$ cat config.mk
export PLATFORM = sky130hd
export DESIGN_NAME = slave_arbiter
export DESIGN_NICKNAME = d
export VERILOG_FILES = /design/src/rtl/slave_arbiter.sv
export SDC_FILE = /design/constraint.sdc
export NUM_CORES = 1
export LEC_CHECK = 0
export CORE_AREA = 2 2 116 118
export CTS_CLUSTER_DIAMETER = 40
export DETAILED_ROUTE_END_ITERATION = 10
export DIE_AREA = 0 0 118 120
export GPL_TIMING_DRIVEN = 0
export MAX_ROUTING_LAYER = met4
export PLACE_DENSITY = 0.58
export SLEW_MARGIN = 10
export SYNTH_ARGS = -nofsm -noshare
export SYNTH_HDL_FRONTEND = slang
export SYNTH_SLANG_ARGS = --single-unit
$ cat constraint.sdc
create_clock -name clk -period 2.2 [get_ports clk]
set_input_delay 0.33 -clock clk [delete_from_list [all_inputs] [get_ports clk]]
set_output_delay 0.33 -clock clk [all_outputs]
set_load 0.005 [all_outputs]
$ cat src/rtl/slave_arbiter.sv
// Two-master round-robin arbiter in front of one slave port; grant is held for the whole
// transaction including the read-data (TAIL) cycle. Optional BUSY timeout: ARB_TIMEOUT_EN.
module slave_arbiter #(
  parameter int TIMEOUT = 64
) (
  input  logic        clk,
  input  logic        resetn,
  input  logic        master_1_req,
  input  logic [31:0] master_1_addr,
  input  logic        master_1_cmd,
  input  logic [31:0] master_1_wdata,
  output logic        master_1_ack,
  output logic [31:0] master_1_rdata,
  input  logic        master_2_req,
  input  logic [31:0] master_2_addr,
  input  logic        master_2_cmd,
  input  logic [31:0] master_2_wdata,
  output logic        master_2_ack,
  output logic [31:0] master_2_rdata,
  output logic        slave_req,
  output logic [31:0] slave_addr,
  output logic        slave_cmd,
  output logic [31:0] slave_wdata,
  input  logic        slave_ack,
  input  logic [31:0] slave_rdata,
  output logic        timeout_flag
);
  localparam logic [1:0] IDLE = 2'd0, BUSY = 2'd1, TAIL = 2'd2, TOUT = 2'd3;

  if (TIMEOUT < 2 || TIMEOUT > 65535) begin : g_timeout_range
    $error("slave_arbiter: TIMEOUT must be in 2..65535");
  end

  logic [1:0]       state, state_nx;
  logic             grant, grant_nx, last_grant;
  logic [1:0]       m_req, m_cmd;
  logic [1:0][31:0] m_addr, m_wdata;
  logic             g_req, busy, tmo_hit, ack_sel;
  logic [31:0]      rdata_sel;

  // Index 0 = master 1, index 1 = master 2, matching the grant encoding.
  assign m_req   = {master_2_req, master_1_req};
  assign m_cmd   = {master_2_cmd, master_1_cmd};
  assign m_addr  = {master_2_addr, master_1_addr};
  assign m_wdata = {master_2_wdata, master_1_wdata};
  assign g_req   = m_req[grant];
  assign busy    = (state == BUSY);

`ifdef ARB_TIMEOUT_EN
  logic [15:0] tmo_cnt;
  logic        tmo_flag_q;

  // Zero in every non-BUSY cycle, so it is always clear on BUSY entry.
  always_ff @(posedge clk or negedge resetn) begin
    if (!resetn) begin
      tmo_cnt    <= '0;
      tmo_flag_q <= 1'b0;
    end else begin
      tmo_cnt <= busy ? tmo_cnt + 16'd1 : '0;
      if (state == TOUT) tmo_flag_q <= 1'b1;
    end
  end

  assign tmo_hit      = busy && (tmo_cnt == 16'(TIMEOUT - 1));
  assign timeout_flag = tmo_flag_q | (state == TOUT);
`else
  assign tmo_hit      = 1'b0;
  assign timeout_flag = 1'b0;
`endif

  always_comb begin
    state_nx = state;
    grant_nx = grant;
    case (state)
      IDLE: if (|m_req) begin
        state_nx = BUSY;
        grant_nx = (&m_req) ? ~last_grant : m_req[1];
      end
      // Slave ack wins over a same-cycle req drop; a drop without ack is an abort.
      BUSY: begin
        if (slave_ack)   state_nx = TAIL;
        else if (!g_req) state_nx = IDLE;
        else if (tmo_hit) state_nx = TOUT;
      end
      default: state_nx = IDLE;
    endcase
  end

  always_ff @(posedge clk or negedge resetn) begin
    if (!resetn) begin
      state      <= IDLE;
      grant      <= 1'b0;
      last_grant <= 1'b1;
    end else begin
      state <= state_nx;
      grant <= grant_nx;
      if (state == IDLE && (|m_req)) last_grant <= grant_nx;
    end
  end

  assign slave_req   = busy & g_req;
  assign slave_addr  = busy ? m_addr[grant]  : '0;
  assign slave_cmd   = busy & m_cmd[grant];
  assign slave_wdata = busy ? m_wdata[grant] : '0;

  always_comb begin
    rdata_sel = '0;
    case (state)
      TAIL:    rdata_sel = slave_rdata;
      TOUT:    rdata_sel = 32'hDEAD_BEEF;
      default: rdata_sel = '0;
    endcase
  end

  assign ack_sel        = (busy & slave_ack) | (state == TOUT);
  assign master_1_ack   = ack_sel & ~grant;
  assign master_2_ack   = ack_sel &  grant;
  assign master_1_rdata = grant ? '0 : rdata_sel;
  assign master_2_rdata = grant ? rdata_sel : '0;
endmodule

# Yosys cells after proc, flatten, opt, wreduce, memory -nomap -nowiden
# Index checks and enable logic that the tools add are counted.
[totals] regBits=4 inputBits=167 out_inout_bits=133
[op_classes] magnitude_cmp=1 eq_ne=5 n_mux=20 bitwise=8 reduce_logical=5
[op_table] op="$mux 32" count=8
[op_table] op="$pmux 32 s2" count=1
[op_table] op="$mux 1" count=7
[op_table] op="$mux 2" count=3
[op_table] op="$and 1x1->1" count=5
[op_table] op="$eq 2x2->1 const B" count=2
[op_table] op="$pmux 2 s2" count=1
[op_table] op="$reduce_and 2->1" count=2
[op_table] op="$ne 3x3->1 const B" count=1
[op_table] op="$eq 2x1->1 const B" count=1
[op_table] op="$logic_not 2->1" count=1
[op_table] op="$lt 1x2->1 const B" count=1
[op_table] op="$ne 2x1->1 const B" count=1
[op_table] op="$not 1->1" count=2
[op_table] op="$reduce_or 2->1" count=1
[op_table] op="$logic_and 1x1->1" count=1
[op_table] op="$or 1x1->1" count=1

# Logic depth before layout (Yosys ltp)
[logic_depth] ltp_word=5 mapped_depth=5

# Worst setup path after synthesis
# No wires, ideal clock.
[synth_path] path_type="reg2out" start="reg grant" end="out slave_wdata[23]" arrival_ps=973 required_ps=1870 path_slack_ps=897 path_stages_with_launch=6 path_cell_list="dfrtp_1 > buf_6 > buf_8 > buf_8 > mux2i_1 > nor2_1"
[synth_via] elab_chain_len=3
[synth_lines] item="start: declaration" line_no="35" source="logic grant, grant_nx, last_grant;"
[synth_lines] item="start signal: assignment" line_no="96" source="grant <= grant_nx;"
[synth_lines] item="$mux 32 (not written as such) (2 in series)" line_no="104" source="assign slave_wdata = busy ? m_wdata[grant] : '0;"
[synth_lines] item="$mux 32" line_no="104"
[synth_lines] item="end: declaration" line_no="23" source="output logic [31:0] slave_wdata,"
# Every way passes these cells. The select of a mux whose other input is x is not followed.

# Worst setup path in the final report
[layout_path] start="reg state[0]" end="out master_1_rdata[13]"
[layout_via] elab_chain_len=3
[layout_lines] item="start: declaration" line_no="34" source="logic [1:0] state, state_nx;"
[layout_lines] item="start signal: assignment" line_no="95" source="state <= state_nx;"
[layout_lines] item="$eq 2x2->1" line_no="108" source="case (state)"
[layout_lines] item="$pmux 32 s2 *" line_no="108"
[layout_lines] item="$mux 32 *" line_no="118" source="assign master_1_rdata = grant ? '0 : rdata_sel;"
[layout_lines] item="end: declaration" line_no="13" source="output logic [31:0] master_1_rdata,"
# Every way passes the cells marked *; elsewhere a longest branch is shown, timed or not.

==> key figures <==
Outcome
  – Status: finished clean

Layout
  – Nets: 742
  – Commonest non-fill, non-tap cells in the layout: clkdlybuf4s50_1, nor2_1, mux2i_1
  – Ant diodes: 0
  – Multi-input logic area: 0.00141 sq mm
  – Fillers: 1383
  – Register Area: 103 sq um
  – Fin cells: 750
  – Synthesis-to-finish area growth: 196%
  – Fraction of layout cells with a size suffix above 1: 6.27%
  – Post-Layout Inst Area: 0.00502 sq mm
  – Commonest non-fill, non-tap cell in the layout: clkdlybuf4s50_1

Route
  – Routed Antenna Nets: 0
  – First DRT Iteration DRCs: 57
  – # DRC: 0
  – Vias: 2981
  – DR WL/cell: 13.7 microns
  – Via-to-Cell Ratio: 3.97
  – Routed WL: 10300 microns
  – DRT Pass-1 Iters: 5

Clocking
  – Clock transition at the registers of the reported paths: 0.03 ns
  – Clk_lat worst skew: between 0.2 and 0.25 ns
  – Largest buffer count on any clock path: 2
  – Root Buffer: clkbuf_16
  – Htree depth: 1
  – Num CTS Buffers: 3
  – Clk sink count: 4
  – CTS tree: done
  – Hold buffer count at CTS: 0

Synthesis
  – YS warnings: 0
  – Net Count, Synth: 438
  – Post-synth cell types: 20
  – Synthesized area per cell: 6.27 sq um
  – Yosys reg bits: 4
  – Gate count after technology mapping: between 200 and 300
  – Sequential fraction of the synthesis area: 5.96%
  – Mapped Area: 0.00170 sq mm

Run
  – Max cap viols: 0

Setup path
  – CP endpoint kind: primary output
  – Cell count of the worst reg-to-reg path: 4
  – Register-to-register setup slack: 1.01 ns
  – Crit path kind: reg -> out
  – Worst setup path start: state[0]
  – CP required: between 1.5 and 2 ns
  – WP data arrival: about 1.8 ns
  – Worst path cell trace: buf_6 -> buf_2 -> nor2_1 -> nor2_1 -> clkdlybuf4s50_1
  – Launching point of the worst reg2reg path: state[0]
  – Max FO, Critical Path: 10
  – Element type at the critical path start: flip-flop
  – Cell mode on critical path: nor2_1
  – Worst r2r dst: grant
  – Highest-delay cell along the critical path: clkdlybuf4s50_1
  – Max stage delay on crit path: 0.53 ns

Global routing
  – Vias in the first global route: roughly 2900
  – Total track usage: 13.7%
  – Initial antenna violation count: 0
  – Largest net degree at the start of global routing: 11
  – Total grt overflow: 0
  – Global-route wire length before repair: 15200 microns

Pwr
  – Worst vdd ir: 0.000259 V
  – Leakage power: 2.13 nW
  – Tot Pwr: 3.79 mW
  – Pwr per Cell Area: roughly 750 mW/mm^2

Timing
  – Final Slew Violations: 0
  – Setup violators final: 0
  – Fin crit period: 2.12 ns
  – Fmax: 0.472 GHz
  – Tcrit/Tclk final: ~96%
  – RSZ-0062 raised after global routing: true
  – Fin Clk Skew: 0.000430 ns
  – Hold Vio Cnt, Final: 0

Place
  – Placed Cells: 745
  – DP HPWL: between 8000 and 9000 microns
  – GP Congestion: 0.813
  – I/O Buffers: 298
  – Dpl cell area: 0.00490 sq mm

Worst hold path
  – Hold WC Path Type: in -> async

Floorplanning
  – DIE HEIGHT: 120 microns
  – Site Rows: 42
  – Total die area: 0.0142 sq mm
  – Core Region: 0.0130 sq mm
  – Number of I/O pins: 300
  – Initial Util: 13.1%
  – Die Span X: 118 microns
-- worst max-delay path, delay by kind of cell, from the launching register on --
kind | cells | cell delay (ns)
simple gates | 2 | 0.25
flops | 1 | 0.39
buf+inv | 3 | 0.92
-- power by group --
part           internal (mW)  leakage [nW]  switching, mW
sequential             0.111        0.0461         0.0268
clock                  0.240        0.0382         0.0559
combinational           1.97          2.05           1.39
-- Yosys cell counts --
| master | instances | area share (%) |
|---|---|---|
| a21oi_1 | 2 | 0.59 |
| a31oi_1 | 1 | 0.37 |
| a32o_1 | 1 | 0.59 |
| and2_1 | 16 | 5.9 |
| and3_4 | 2 | 1.3 |
| buf_2 | 8 | 2.4 |
| buf_4 | 8 | 3.5 |
| buf_6 | 5 | 3.3 |
| buf_8 | 2 | 1.8 |
| conb_1 | 1 | 0.22 |
| dfrtp_1 | 3 | 4.4 |
| dfstp_2 | 1 | 1.5 |
| inv_1 | 2 | 0.44 |
| inv_2 | 1 | 0.22 |
| mux2i_1 | 66 | 39 |
| nand2_1 | 5 | 1.1 |
| nand2b_4 | 1 | 0.81 |
| nor2_1 | 142 | 31 |
| nor2b_1 | 1 | 0.37 |
| o21ai_0 | 3 | 0.88 |
-- repair_timing --
item                       CTS  global route
setup buffers                0             1
resized for setup            4             8
hold endpoints to repair     0             0
setup endpoints to repair   20            32
-- state kept, by name, indices dropped and copies added, names as in the netlist --
name and flops:
state 2, grant 1, last_grant 1
-- per-stage QoR --
step	TNS [ns]	util, %	hold WS (ns)	setup WS (ns)
2_1_floorplan	0	-	0.0344	0.897
3_3_place_gp	0	37.8	0.513	0.153
3_5_place_dp	0	37.8	0.550	0.128
4_1_cts	-0.0112	38.4	0.318	-0.0112
5_1_grt	-0.00332	38.7	0.322	-0.00332
6_report	0	38.7	0.311	0.0832
-- layer usage --
layer  up-vias  share of wire, %  global-route usage [%]
met4         0              0.69                    3.16
met3         4               8.5                    2.95
met2       182                54                    27.0
li1       1479                 -                       -
met1      1316                37                    13.7
met5         -                 0                       -
-- layout make-up --
class	count	area share, %
Multi-Input combinational cell	241	28.1
Inverter	3	0.224
Timing Repair Buffer	299	59.7
Buffer	23	3.99
Tap cell	176	4.39
Clock buffer	4	1.57
Sequential cell	4	2.04
-- logic make-up after synthesis --
logic type	count (synthesis)	synth area share, %
buffers and inverters	26	11.6
DFF	4	5.96
other	1	0.221
muxes	66	38.9
and+or+nand+nor	167	40.9
AOI/OAI and AO/OA	7	2.43
-- worst max-delay path by stage --
stage,to,slack [ns],depth (start not counted)
floorplan,slave_wdata[23],0.90,5
global placement,master_1_rdata[18],0.15,6
detailed placement,master_1_rdata[18],0.13,6
CTS,master_1_rdata[18],-0.01,6
global route,slave_wdata[29],-0.003,6
finish,master_1_rdata[13],0.08,5
No activity file was read; power rests on OpenSTA's default activity.
==> RTL change, RTL diff (config.mk and constraints unchanged) <==
Build with the macro `ARB_TIMEOUT_EN` defined.
--- a/src/rtl/slave_arbiter.sv
+++ b/src/rtl/slave_arbiter.sv
@@ -1,5 +1,7 @@
 // Two-master round-robin arbiter in front of one slave port; grant is held for the whole
 // transaction including the read-data (TAIL) cycle. Optional BUSY timeout: ARB_TIMEOUT_EN.
+`define ARB_TIMEOUT_EN
+
 module slave_arbiter #(
   parameter int TIMEOUT = 64
 ) (
Function: no difference found for any inputs over 10 cycles, from zero or initial values and one cycle with resetn low; that may be too few to reach the edited logic, so the function may still have changed.
==> RTL change against the original RTL <==
First-iteration DRC count rose to 2.6 times the old value. Wire length rose by 31%. Cell area rose by 17%. Setup slack got worse by 12 ps. Total power rose by 11%. Critical path type unchanged. Sequential cell count rose by 17. Area after synthesis rose by 47%. Die area did not move.
==> RTL change: results (changes against the original RTL) <==
----------------------------------------------------
[Outcome]
  Result of the run ... finished, final reports clean (unchanged)

[Routing]
  DRT Pass-1 Iters ... 4 (was 5)
  Starting DRC count in detailed routing ... 150 (was 57)

[Synthesis]
  Total nets after synthesis ... 524 (was 438)
  Yosys cell types ... 34 (was 20)
  Most used standard cells in the synthesized netlist ... sky130_fd_sc_hd__nor2_1 (144), sky130_fd_sc_hd__mux2i_1 (70), sky130_fd_sc_hd__dfrtp_1 (20), sky130_fd_sc_hd__and2_1 (18), sky130_fd_sc_hd__buf_2 (16) (was sky130_fd_sc_hd__nor2_1 (142), sky130_fd_sc_hd__mux2i_1 (66), sky130_fd_sc_hd__and2_1 (16), sky130_fd_sc_hd__buf_2 (8), sky130_fd_sc_hd__buf_4 (8))
  Mux share of post-synthesis cell area ... 28.1% (was 38.9%)
  Top cells by area in the synthesized netlist ... sky130_fd_sc_hd__mux2i_1 (28%), sky130_fd_sc_hd__nor2_1 (22%), sky130_fd_sc_hd__dfrtp_1 (20%), sky130_fd_sc_hd__and2_1 (4.5%), sky130_fd_sc_hd__buf_2 (3.2%) (was sky130_fd_sc_hd__mux2i_1 (39%), sky130_fd_sc_hd__nor2_1 (31%), sky130_fd_sc_hd__and2_1 (5.9%), sky130_fd_sc_hd__dfrtp_1 (4.4%), sky130_fd_sc_hd__buf_4 (3.5%))
  Xor-xnor portion of the synthesized cell area ... 1.05% (was 0%)
  Area fraction in compound gates after synthesis ... 6.12% (was 2.43%)

[Clock network]
  Post-CTS setup repair buffer count ... 1 (was 0)
  Clock slew seen by the registers of the worst setup and hold paths ... 60 ps (was 30 ps)
  Clock latency on the worst-skew pair ... 250 ps (was 230 ps)

[Final layout]
  Share of final-layout standard cells stronger than drive strength 1 ... 7.11% (was 6.27%)
  Biggest registers after layout ... tmo_cnt x16, state x2 (was state x2, grant x1, last_grant x1)
  Total number of nets in the final design ... 830 (was 742)
  Final instance count without filler cells ... 837 (was 750)
  Number of filler cells placed in the layout ... 1329 (was 1383)
  Area of combinational cells with multiple inputs ... 1860 um2 (was 1410 um2)

[Worst setup path]
  R2r startpoint ... tmo_cnt[0]$_DFF_PN0_ (was state[0]$_DFFE_PN0P_)
  Crit path to ... slave_cmd (was master_1_rdata[13])
  Critical R2R Capture ... tmo_cnt[10]$_DFF_PN0_ (was grant$_DFF_PN0_)

[Global routing]
  Global-route wire length before repair ... 19900 um (was 15200 um)
  Vias in the first global route ... 3624 (was 2948)
  Pin count of the biggest net entering global routing ... 22 (was 11)

[Power and ir drop]
  Switching power share of the total ... 40.2% (was 38.8%)
  Maximum ir drop on the vdd rail ... 0.000315 V (was 0.000259 V)
  Reported sequential group power ... 487 uW (was 138 uW)

[Worst hold path]
  HP Class ... flop to flop (was input pin to async pin)

[Timing]
  Worst hold margin ... 460 ps (was 311 ps)
  Skew final ... 2.43 ps (was 0.430 ps)

[Place]
  Total of buffers placed on input and output ports ... 299 (was 298)
  Worst setup slack after placement ... -110 ps (was 128 ps)
  Area after DPL ... 5710 um2 (was 4900 um2)
  Final Wtd Congestion ... 0.836 (was 0.813)

----------------------------------------------------
-- RTL change: cell types whose count changed in the layout (fill, tap and decap cells not counted), sizes merged, moves of 7 or more --
cell / change
dlygate4sd2: +51
dfrtp: +17
a21oi: +7
clkdlybuf4s50: -53
nor4: +7
-- RTL change: worst max-delay path: cells and delay by family (launching register included) --
family	cells	cell delay, ps
buffers and inverters	3	880
DFF	1	380
and+or+nand+nor	2	280
-- RTL change: per-layer routing --
metal | track usage, % | wire length (um) | vias up
li1 | - | - | 1805
met3 | 3.33 | 940 | 11
met2 | 34.1 | 7030 | 187
met4 | 2.86 | 107 | 0
met1 | 20.7 | 5420 | 1690
met5 | - | 0 | -
-- RTL change: layout make-up --
cell class                      count  area share [%]
Inverter                            5           0.319
Tap cell                          176            3.74
Timing Repair Buffer              301            50.2
Sequential cell                    21            8.94
Clock buffer                        4            1.34
Buffer                             26            3.87
Multi-Input combinational cell    304            31.5
